--- src/rtl/vga_timing_pkg.sv ---
// Shared raster timing sets and helpers for the VGA timing generator.
package vga_timing_pkg;

  typedef struct packed {
    int active;
    int fp;
    int sync;
    int bp;
  } timing_t;

  localparam timing_t VGA_640X480_H  = '{640, 16, 96, 48};
  localparam timing_t VGA_640X480_V  = '{480, 10, 2, 33};
  localparam timing_t XGA_1024X768_H = '{1024, 24, 136, 160};
  localparam timing_t XGA_1024X768_V = '{768, 3, 6, 29};

  function automatic int total(input timing_t t);
    return t.active + t.fp + t.sync + t.bp;
  endfunction

endpackage

--- src/rtl/vga_timing_gen_if.sv ---
// Registered raster outputs from the timing generator to the pixel logic.
interface vga_timing_gen_if #(
  parameter int CNT_W = 11
);
  logic             hsync;
  logic             vsync;
  logic             de;
  logic [CNT_W-1:0] x;
  logic [CNT_W-1:0] y;
  logic             line_start;
  logic             frame_start;
  logic             frame_tick;

  modport master (output hsync, vsync, de, x, y, line_start, frame_start, frame_tick);
  modport slave  (input  hsync, vsync, de, x, y, line_start, frame_start, frame_tick);
endinterface

--- src/rtl/vga_axis_counter.sv ---
// One raster axis: enabled wrapping counter plus active/sync window decode.
module vga_axis_counter
  import vga_timing_pkg::*;
#(
  parameter int ACTIVE = 640,
  parameter int FP     = 16,
  parameter int SYNC   = 96,
  parameter int BP     = 48,
  parameter int CNT_W  = 11
) (
  input  logic             clk_i,
  input  logic             rst_n_i,
  input  logic             en_i,
  output logic [CNT_W-1:0] cnt_o,
  output logic             wrap_o,
  output logic             active_o,
  output logic             sync_o
);
  localparam int               TOTAL = total(timing_t'{ACTIVE, FP, SYNC, BP});
  localparam logic [CNT_W-1:0] LAST  = CNT_W'(TOTAL - 1);

  logic [CNT_W-1:0] cnt_q, cnt_d;

  always_comb begin
    cnt_d = cnt_q;
    if (en_i) cnt_d = wrap_o ? '0 : cnt_q + 1'b1;
  end

  always_ff @(posedge clk_i or negedge rst_n_i) begin
    if (!rst_n_i) cnt_q <= '0;
    else          cnt_q <= cnt_d;
  end

  // Window bounds compared at 32 bits so ACTIVE == 2**CNT_W cannot truncate.
  assign cnt_o    = cnt_q;
  assign wrap_o   = (cnt_q == LAST);
  assign active_o = (32'(cnt_q) < ACTIVE);
  assign sync_o   = (32'(cnt_q) >= ACTIVE + FP) && (32'(cnt_q) < ACTIVE + FP + SYNC);

endmodule

--- src/rtl/vga_timing_gen.sv ---
// Raster timing generator: H/V counters, registered sync/de/coords and strobes.
module vga_timing_gen
  import vga_timing_pkg::*;
#(
  parameter int H_ACTIVE = VGA_640X480_H.active,
  parameter int H_FP     = VGA_640X480_H.fp,
  parameter int H_SYNC   = VGA_640X480_H.sync,
  parameter int H_BP     = VGA_640X480_H.bp,
  parameter int V_ACTIVE = VGA_640X480_V.active,
  parameter int V_FP     = VGA_640X480_V.fp,
  parameter int V_SYNC   = VGA_640X480_V.sync,
  parameter int V_BP     = VGA_640X480_V.bp,
  parameter bit SYNC_POL = 1'b0,
  parameter int CNT_W    = 11
) (
  input  logic             pixclk,
  input  logic             rst_n,
  input  logic             pix_ce,
  vga_timing_gen_if.master vid
);
  localparam int H_TOTAL = total(timing_t'{H_ACTIVE, H_FP, H_SYNC, H_BP});
  localparam int V_TOTAL = total(timing_t'{V_ACTIVE, V_FP, V_SYNC, V_BP});
  localparam logic [CNT_W-1:0] V_TICK = CNT_W'(V_ACTIVE);

  if (H_TOTAL > 2**CNT_W || V_TOTAL > 2**CNT_W || H_SYNC < 1 || V_SYNC < 1) begin : g_cfg_err
    $error("vga_timing_gen: CNT_W too small for totals or sync width < 1");
  end

  logic [CNT_W-1:0] h_cnt, v_cnt;
  logic h_wrap, h_act, h_sync, v_wrap, v_act, v_sync;

  vga_axis_counter #(
    .ACTIVE(H_ACTIVE), .FP(H_FP), .SYNC(H_SYNC), .BP(H_BP), .CNT_W(CNT_W)
  ) u_h (
    .clk_i(pixclk), .rst_n_i(rst_n), .en_i(pix_ce),
    .cnt_o(h_cnt), .wrap_o(h_wrap), .active_o(h_act), .sync_o(h_sync)
  );

  // Lines advance only on the last pixel, so vsync edges land on h==0.
  vga_axis_counter #(
    .ACTIVE(V_ACTIVE), .FP(V_FP), .SYNC(V_SYNC), .BP(V_BP), .CNT_W(CNT_W)
  ) u_v (
    .clk_i(pixclk), .rst_n_i(rst_n), .en_i(pix_ce & h_wrap),
    .cnt_o(v_cnt), .wrap_o(v_wrap), .active_o(v_act), .sync_o(v_sync)
  );

  logic [CNT_W-1:0] x_q, x_d, y_q, y_d;
  logic de_q, de_d, hs_q, hs_d, vs_q, vs_d;
  logic ls_q, ls_d, fs_q, fs_d, ft_q, ft_d;

  always_comb begin
    x_d  = x_q;
    y_d  = y_q;
    de_d = de_q;
    hs_d = hs_q;
    vs_d = vs_q;
    if (pix_ce) begin
      x_d  = h_cnt;
      y_d  = v_cnt;
      de_d = h_act & v_act;
      hs_d = h_sync ? SYNC_POL : ~SYNC_POL;
      vs_d = v_sync ? SYNC_POL : ~SYNC_POL;
    end
    // Strobes reload every edge, so a pix_ce=0 edge clears them.
    ls_d = pix_ce & (h_cnt == '0);
    fs_d = ls_d & (v_cnt == '0);
    ft_d = ls_d & (v_cnt == V_TICK);
  end

  always_ff @(posedge pixclk or negedge rst_n) begin
    if (!rst_n) begin
      x_q  <= '0;
      y_q  <= '0;
      de_q <= 1'b0;
      hs_q <= ~SYNC_POL;
      vs_q <= ~SYNC_POL;
      ls_q <= 1'b0;
      fs_q <= 1'b0;
      ft_q <= 1'b0;
    end else begin
      x_q  <= x_d;
      y_q  <= y_d;
      de_q <= de_d;
      hs_q <= hs_d;
      vs_q <= vs_d;
      ls_q <= ls_d;
      fs_q <= fs_d;
      ft_q <= ft_d;
    end
  end

  assign vid.x           = x_q;
  assign vid.y           = y_q;
  assign vid.de          = de_q;
  assign vid.hsync       = hs_q;
  assign vid.vsync       = vs_q;
  assign vid.line_start  = ls_q;
  assign vid.frame_start = fs_q;
  assign vid.frame_tick  = ft_q;

  a_v_wrap : assert property (@(posedge pixclk) disable iff (!rst_n)
    (pix_ce && h_wrap && v_wrap) |=> (v_cnt == '0));

endmodule

--- src/flat_wrapper.sv ---
// flat-port wrapper written by rule: the top's interface ports become plain ports
module vga_timing_gen_flat import vga_timing_pkg::*;
#(
  parameter int H_ACTIVE = VGA_640X480_H.active,
  parameter int H_FP     = VGA_640X480_H.fp,
  parameter int H_SYNC   = VGA_640X480_H.sync,
  parameter int H_BP     = VGA_640X480_H.bp,
  parameter int V_ACTIVE = VGA_640X480_V.active,
  parameter int V_FP     = VGA_640X480_V.fp,
  parameter int V_SYNC   = VGA_640X480_V.sync,
  parameter int V_BP     = VGA_640X480_V.bp,
  parameter bit SYNC_POL = 1'b0,
  parameter int CNT_W    = 11
)
  (pixclk, rst_n, pix_ce, vid_hsync, vid_vsync, vid_de, vid_x, vid_y, vid_line_start, vid_frame_start, vid_frame_tick);
  vga_timing_gen_if #(.CNT_W(CNT_W)) vid_i ();
  input  logic pixclk;
  input  logic rst_n;
  input  logic pix_ce;
  output wire logic [$bits(vid_i.hsync)-1:0] vid_hsync;
  output wire logic [$bits(vid_i.vsync)-1:0] vid_vsync;
  output wire logic [$bits(vid_i.de)-1:0] vid_de;
  output wire logic [$bits(vid_i.x)-1:0] vid_x;
  output wire logic [$bits(vid_i.y)-1:0] vid_y;
  output wire logic [$bits(vid_i.line_start)-1:0] vid_line_start;
  output wire logic [$bits(vid_i.frame_start)-1:0] vid_frame_start;
  output wire logic [$bits(vid_i.frame_tick)-1:0] vid_frame_tick;
  assign vid_hsync = vid_i.hsync;
  assign vid_vsync = vid_i.vsync;
  assign vid_de = vid_i.de;
  assign vid_x = vid_i.x;
  assign vid_y = vid_i.y;
  assign vid_line_start = vid_i.line_start;
  assign vid_frame_start = vid_i.frame_start;
  assign vid_frame_tick = vid_i.frame_tick;
  vga_timing_gen #(.H_ACTIVE(H_ACTIVE), .H_FP(H_FP), .H_SYNC(H_SYNC), .H_BP(H_BP), .V_ACTIVE(V_ACTIVE), .V_FP(V_FP), .V_SYNC(V_SYNC), .V_BP(V_BP), .SYNC_POL(SYNC_POL), .CNT_W(CNT_W)) u_core (.pixclk(pixclk), .rst_n(rst_n), .pix_ce(pix_ce), .vid(vid_i));
endmodule
--- config.mk ---
export PLATFORM = sky130hd
export DESIGN_NAME = vga_timing_gen_flat
export DESIGN_NICKNAME = d
export VERILOG_FILES = /design/src/rtl/vga_timing_pkg.sv /design/src/rtl/vga_timing_gen_if.sv /design/src/rtl/vga_axis_counter.sv /design/src/rtl/vga_timing_gen.sv /design/src/flat_wrapper.sv
export SDC_FILE = /design/constraint.sdc
export NUM_CORES = 1
export LEC_CHECK = 0
export ABC_AREA = 1
export CAP_MARGIN = 5
export CORE_MARGIN = 4
export CORE_UTILIZATION = 50
export DETAILED_ROUTE_END_ITERATION = 10
export GPL_ROUTABILITY_DRIVEN = 0
export HOLD_SLACK_MARGIN = 0.08
export PLACE_DENSITY = 0.74
export SETUP_SLACK_MARGIN = 0.3
export SYNTH_ARGS = -nofsm -noshare
export SYNTH_HDL_FRONTEND = slang
export SYNTH_SLANG_ARGS = --single-unit
--- constraint.sdc ---
create_clock -name pixclk -period 3.6 [get_ports pixclk]
set_input_delay 0.9 -clock pixclk [delete_from_list [all_inputs] [get_ports pixclk]]
set_output_delay 0.9 -clock pixclk [all_outputs]
set_load 0.005 [all_outputs]
Word level (Yosys, flattened, before mapping). Index checks and enable logic that the tools add are counted.

Bits in registers: 50. Output and inout port bits: 28.

Add/sub/neg operators: 2. Order comparisons: 6. Equal/unequal tests: 3. Muxes and demuxes: 4. Bitwise gates (word level): 5. Reduce and logical (&&, ||, !) cells: 4.

Operators by type and width (count): $add A11 B1 Y11 const B (2); $eq A11 B10 Y1 const B (2); $logic_not A11 Y1 (2); $lt A11 B10 Y1 const B (2); $lt A11 B9 Y1 const B (2); $mux W11 (2); $eq A11 B9 Y1 const B (1); $ge A11 B10 Y1 const B (1); $ge A11 B9 Y1 const B (1); $and A1 B1 Y1 (5); $logic_and A1 B1 Y1 (2); $mux W1 (2).

Longest topological paths before layout.
Word-level depth: 3. Depth in mapped cells: 8.

Modules after synthesis. From an unflattened synthesis, not the netlist that was laid out.

Cell total of the unflattened synthesis: 336. Area total of the unflattened synthesis: 2605.0 um2.

Modules (own cells, without submodules): vga_timing_gen (instances 1, cells an instance 137, area an instance 1206.2 um2); vga_axis_counter at u_core.u_h (instances 1, cells an instance 102, area an instance 703.2 um2); vga_axis_counter at u_core.u_v (instances 1, cells an instance 97, area an instance 695.7 um2).

Worst setup path before layout. No wires, ideal clock.

Path kind: input to register. Start point: in pix_ce. End point: reg u_core.u_h.cnt_q[10], in the netlist u_core.u_h.cnt_o[10]. Setup time: 118 ps. Data arrival time: 1576 ps. Data required time: 3482 ps. Slack: 1906 ps. Cell stages on the path: 7. Path buffers: 1. Cells stage by stage: buf_4 -> nand2_1 -> nor2_2 -> nand2_1 -> nor2_2 -> xor2_1 -> inv_1.

RTL lines: start, declared (line flat_wrapper.sv:19) `input logic pix_ce;`; end signal, assigned (line vga_axis_counter.sv:31) `else cnt_q <= cnt_d;`; end, declared (line vga_axis_counter.sv:22) `logic [CNT_W-1:0] cnt_q, cnt_d;`.

==> impl_metrics.env <==
export IMPL_final_cell_mix="nand2_1 (83), dfrtp_1 (48), nor2_1 (29), clkdlybuf4s50_1 (29), inv_1 (26)"
export IMPL_critPathRequiredTime_ns=3.80
export IMPL_arrival_ns=2.47
export IMPL_port_buffers=30
export IMPL_setup_slack_ns=1.32
export IMPL_globalRoute_totalOverflow=0
export IMPL_synth_compound_area_share_pct=5.57
export IMPL_cts_root_buf="clkbuf_8"
export IMPL_drc_errors=0
export IMPL_track_usage_pct=17.8
export IMPL_synth_simple_area_share_pct=30.3
export IMPL_final_common_cell="nand2_1"
export IMPL_synthCells=284
export IMPL_synth_edf_count=0
export IMPL_critical_path_peak_fanout=11
export IMPL_ys_seq_area_share_pct=52.1
export IMPL_tritoncts="yes"
export IMPL_clockBufferDepth=2
export IMPL_yosys_warnings=0
export IMPL_routed_wl_met3_um=210
export IMPL_min_period_over_period_pct=63.2
export IMPL_setup_worst_path_end="u_core.u_h.cnt_o[9]$_DFFE_PN0P_"
export IMPL_synth_xor_area_share_pct=3.64
export IMPL_grt_max_degree=51
export IMPL_grt_pass1_vias=1815
export IMPL_finalMaxSlewViolations=0
export IMPL_synth_nets=291
export IMPL_tightest_slew_ns=1.09
export IMPL_synthAdderAreaFrac_pct=2.08
export IMPL_crit_type="input port to flip-flop"
export IMPL_muxShareOfSynthArea_pct=0
export IMPL_crit_path_start_kind="input port"
export IMPL_critPathSlowestCell="clkdlybuf4s50_1"
export IMPL_r2r_end="u_core.u_v.cnt_o[3]$_DFFE_PN0P_"
export IMPL_tns_ns=0
export IMPL_clkSinkCount=50
export IMPL_clk_latency_ns=0.31
export IMPL_hold_buffers=0
export IMPL_drt_first_pass_iters=4
export IMPL_nNetsFinal=322
export IMPL_numCtsBuffers=5
export IMPL_ir_drop_mv=0.294
export IMPL_max_cap_viol_count=0
export IMPL_rsz0062_at_grt="no"
export IMPL_setup_viol=0
export IMPL_powerDensity_mw_per_mm2=427
export IMPL_wirelength_um=4900
export IMPL_synth_distinct_cells=28
export IMPL_regToRegSetupSlack_ns=2.13
export IMPL_wl_met1_um=2530
export IMPL_synth_top_family_by_area="simple AND/OR/NAND/NOR gates"
export IMPL_core_mm2=0.00450
export IMPL_grt_pass1_wl_um=8490
export IMPL_dieWidth_um=77.4
export IMPL_dieArea_mm2=0.00598
export IMPL_drt_antenna_violating_nets=0
export IMPL_p_total_w=0.00121
export IMPL_synthTopCellsByArea="dfrtp_1 (50%), nand2_1 (13%), nor2_1 (4.5%), nand3_1 (4.4%), inv_1 (4.1%)"
export IMPL_drt_initial_drc_count=150
export IMPL_htreeDepth=2
export IMPL_worstSetupStartpoint="pix_ce"
export IMPL_yosysTopAreaCell="dfrtp_1"
export IMPL_synth_top_cell_area_share_pct=49.9
export IMPL_dieHeight_um=77.4
export IMPL_io_pins=31
export IMPL_crit_top_cell="nor2_1"
export IMPL_finalCriticalPeriod_ns=2.28
export IMPL_cts_reportedPaths_clkPinSlew_ns=0.08
export IMPL_netlist_area_mm2=0.00240
export IMPL_dp_cells=360
export IMPL_dominantRegCellSynth="dfrtp_1"
export IMPL_finClkSkew_ns=0.00623
export IMPL_final_hold_viol_count=0
export IMPL_post_drt_wl_per_cell_um=13.3
export IMPL_hp_class="flip-flop to flip-flop"
export IMPL_wl_met2_um=2100
export IMPL_diodes=0
export IMPL_top_layer="met4"
export IMPL_max_freq_mhz=439
export IMPL_vias=1872
export IMPL_rows=24
export IMPL_cp_end_kind="flip-flop"
export IMPL_crit_path_cell_trace="clkdlybuf4s50_1 -> nand2_1 -> nor2_1 -> nand3_1 -> a21oi_1 -> nor2_1"
export IMPL_fillCellCount=412
export IMPL_start_util_pct=53.4
export IMPL_critical_path_max_stage_delay_ns=0.73
export IMPL_status="completed"
export IMPL_relSlewSlack_pct=27.5
export IMPL_rr_worst_depth=7
export IMPL_leakage_nw=1.32
export IMPL_cts_setup_buffers=0
export IMPL_syn_area_per_cell_um2=8.47
export IMPL_async_flop_share_pct=100
export IMPL_antenna_found_initial=0
export IMPL_vias_per_cell=5.09
export IMPL_ys_ff_latch=50
export IMPL_post_cts_resize_count=0
export IMPL_fin_cells=368
export IMPL_pre_cts_slack_ns=1.01
export IMPL_dp_hpwl_um=3570
export IMPL_drive_gt1_share_pct=8.86
export IMPL_timing_rr_start="u_core.u_h.cnt_o[0]$_DFFE_PN0P_"
export IMPL_area_growth_pct=18.1
[critical path: cells and delay by family]
family | cells | cell delay, ns
buffers and inverters | 1 | 0.73
AO/OA/AOI/OAI | 1 | 0.18
AND/OR/NAND/NOR | 4 | 0.66
[registers in the layout, indices dropped and copies added, names as in the netlist]
signal and cells:
u_core.u_h.cnt_o 11, u_core.u_v.cnt_o 11, u_core.vid.de 1, u_core.vid.frame_start 1
u_core.vid.frame_tick 1, u_core.vid.hsync 1, u_core.vid.line_start 1, u_core.vid.vsync 1
u_core.vid.x 11, u_core.vid.y 11
[synthesized netlist by cell type (2+ instances only)]
cell type / number
dfstp_2: 2
nor2_4: 5
nor2_1: 29
nand4_1: 2
inv_2: 3
nand3_1: 21
inv_1: 26
ha_1: 4
nand2_2: 3
xor2_1: 10
o21ai_0: 15
nor2_2: 4
dfrtp_1: 48
nand2_1: 83
buf_2: 4
a21oi_1: 2
o21ai_1: 5
nor3_1: 7
nand3b_1: 2
[routing by layer]
metal,vias to the layer above,GRT usage [%]
met4,0,5.52
met1,863,26.6
met3,7,3.13
li1,956,-
met2,46,26.6
met5,-,0
[kinds of logic (layout without fill, tap and decap cells)]
logic type      after synthesis  in the layout
fa+ha+maj                     4              4
xor+xnor                     10             10
compound gates               25             25
buf+inv                      36             68
flops                        50             50
simple gates                159            159
[worst min path at each step]
stage | from | slack, ns | depth (start not counted) | endpoint
after floorplan | u_core.vid.x[3]$_DFFE_PN0P_ | 0.47 | 2 | u_core.vid.x[3]$_DFFE_PN0P_
after global placement | u_core.vid.x[3]$_DFFE_PN0P_ | 0.45 | 2 | u_core.vid.x[3]$_DFFE_PN0P_
after detailed placement | u_core.vid.y[10]$_DFFE_PN0P_ | 0.46 | 2 | u_core.vid.y[10]$_DFFE_PN0P_
after CTS | u_core.vid.y[10]$_DFFE_PN0P_ | 0.48 | 2 | u_core.vid.y[10]$_DFFE_PN0P_
after global routing | u_core.vid.y[8]$_DFFE_PN0P_ | 0.50 | 2 | u_core.vid.y[8]$_DFFE_PN0P_
final | u_core.vid.y[10]$_DFFE_PN0P_ | 0.48 | 2 | u_core.vid.y[10]$_DFFE_PN0P_
[where the power goes]
| group | switching [W] | internal, W |
|---|---|---|
| clock | 0.000182 | 0.000207 |
| sequential | 0.0000382 | 0.000608 |
| combinational | 0.000101 | 0.0000784 |
[final cells by class]
cell class | instances | area (µm²) | share of cell area [%]
Tap cell | 52 | 65.1 | 2.29
Clock buffer | 6 | 72.6 | 2.56
Timing Repair Buffer | 31 | 303 | 10.7
Inverter | 29 | 109 | 3.83
Clock inverter | 2 | 37.5 | 1.32
Multi-Input combinational cell | 198 | 1000 | 35.2
Sequential cell | 50 | 1250 | 44.1
[metrics by stage]
| stage | hold WS [ns] | util, % | cell area [µm²] |
|---|---|---|---|
| global placement | 0.455 | 60.6 | 2730 |
| detailed placement | 0.458 | 60.6 | 2730 |
| CTS | 0.480 | 63.1 | 2840 |
| finish | 0.478 | 63.1 | 2840 |
| global route | 0.504 | 63.1 | 2840 |
| floorplan | 0.465 | - | 2400 |
(Power assumes the default switching activity.)
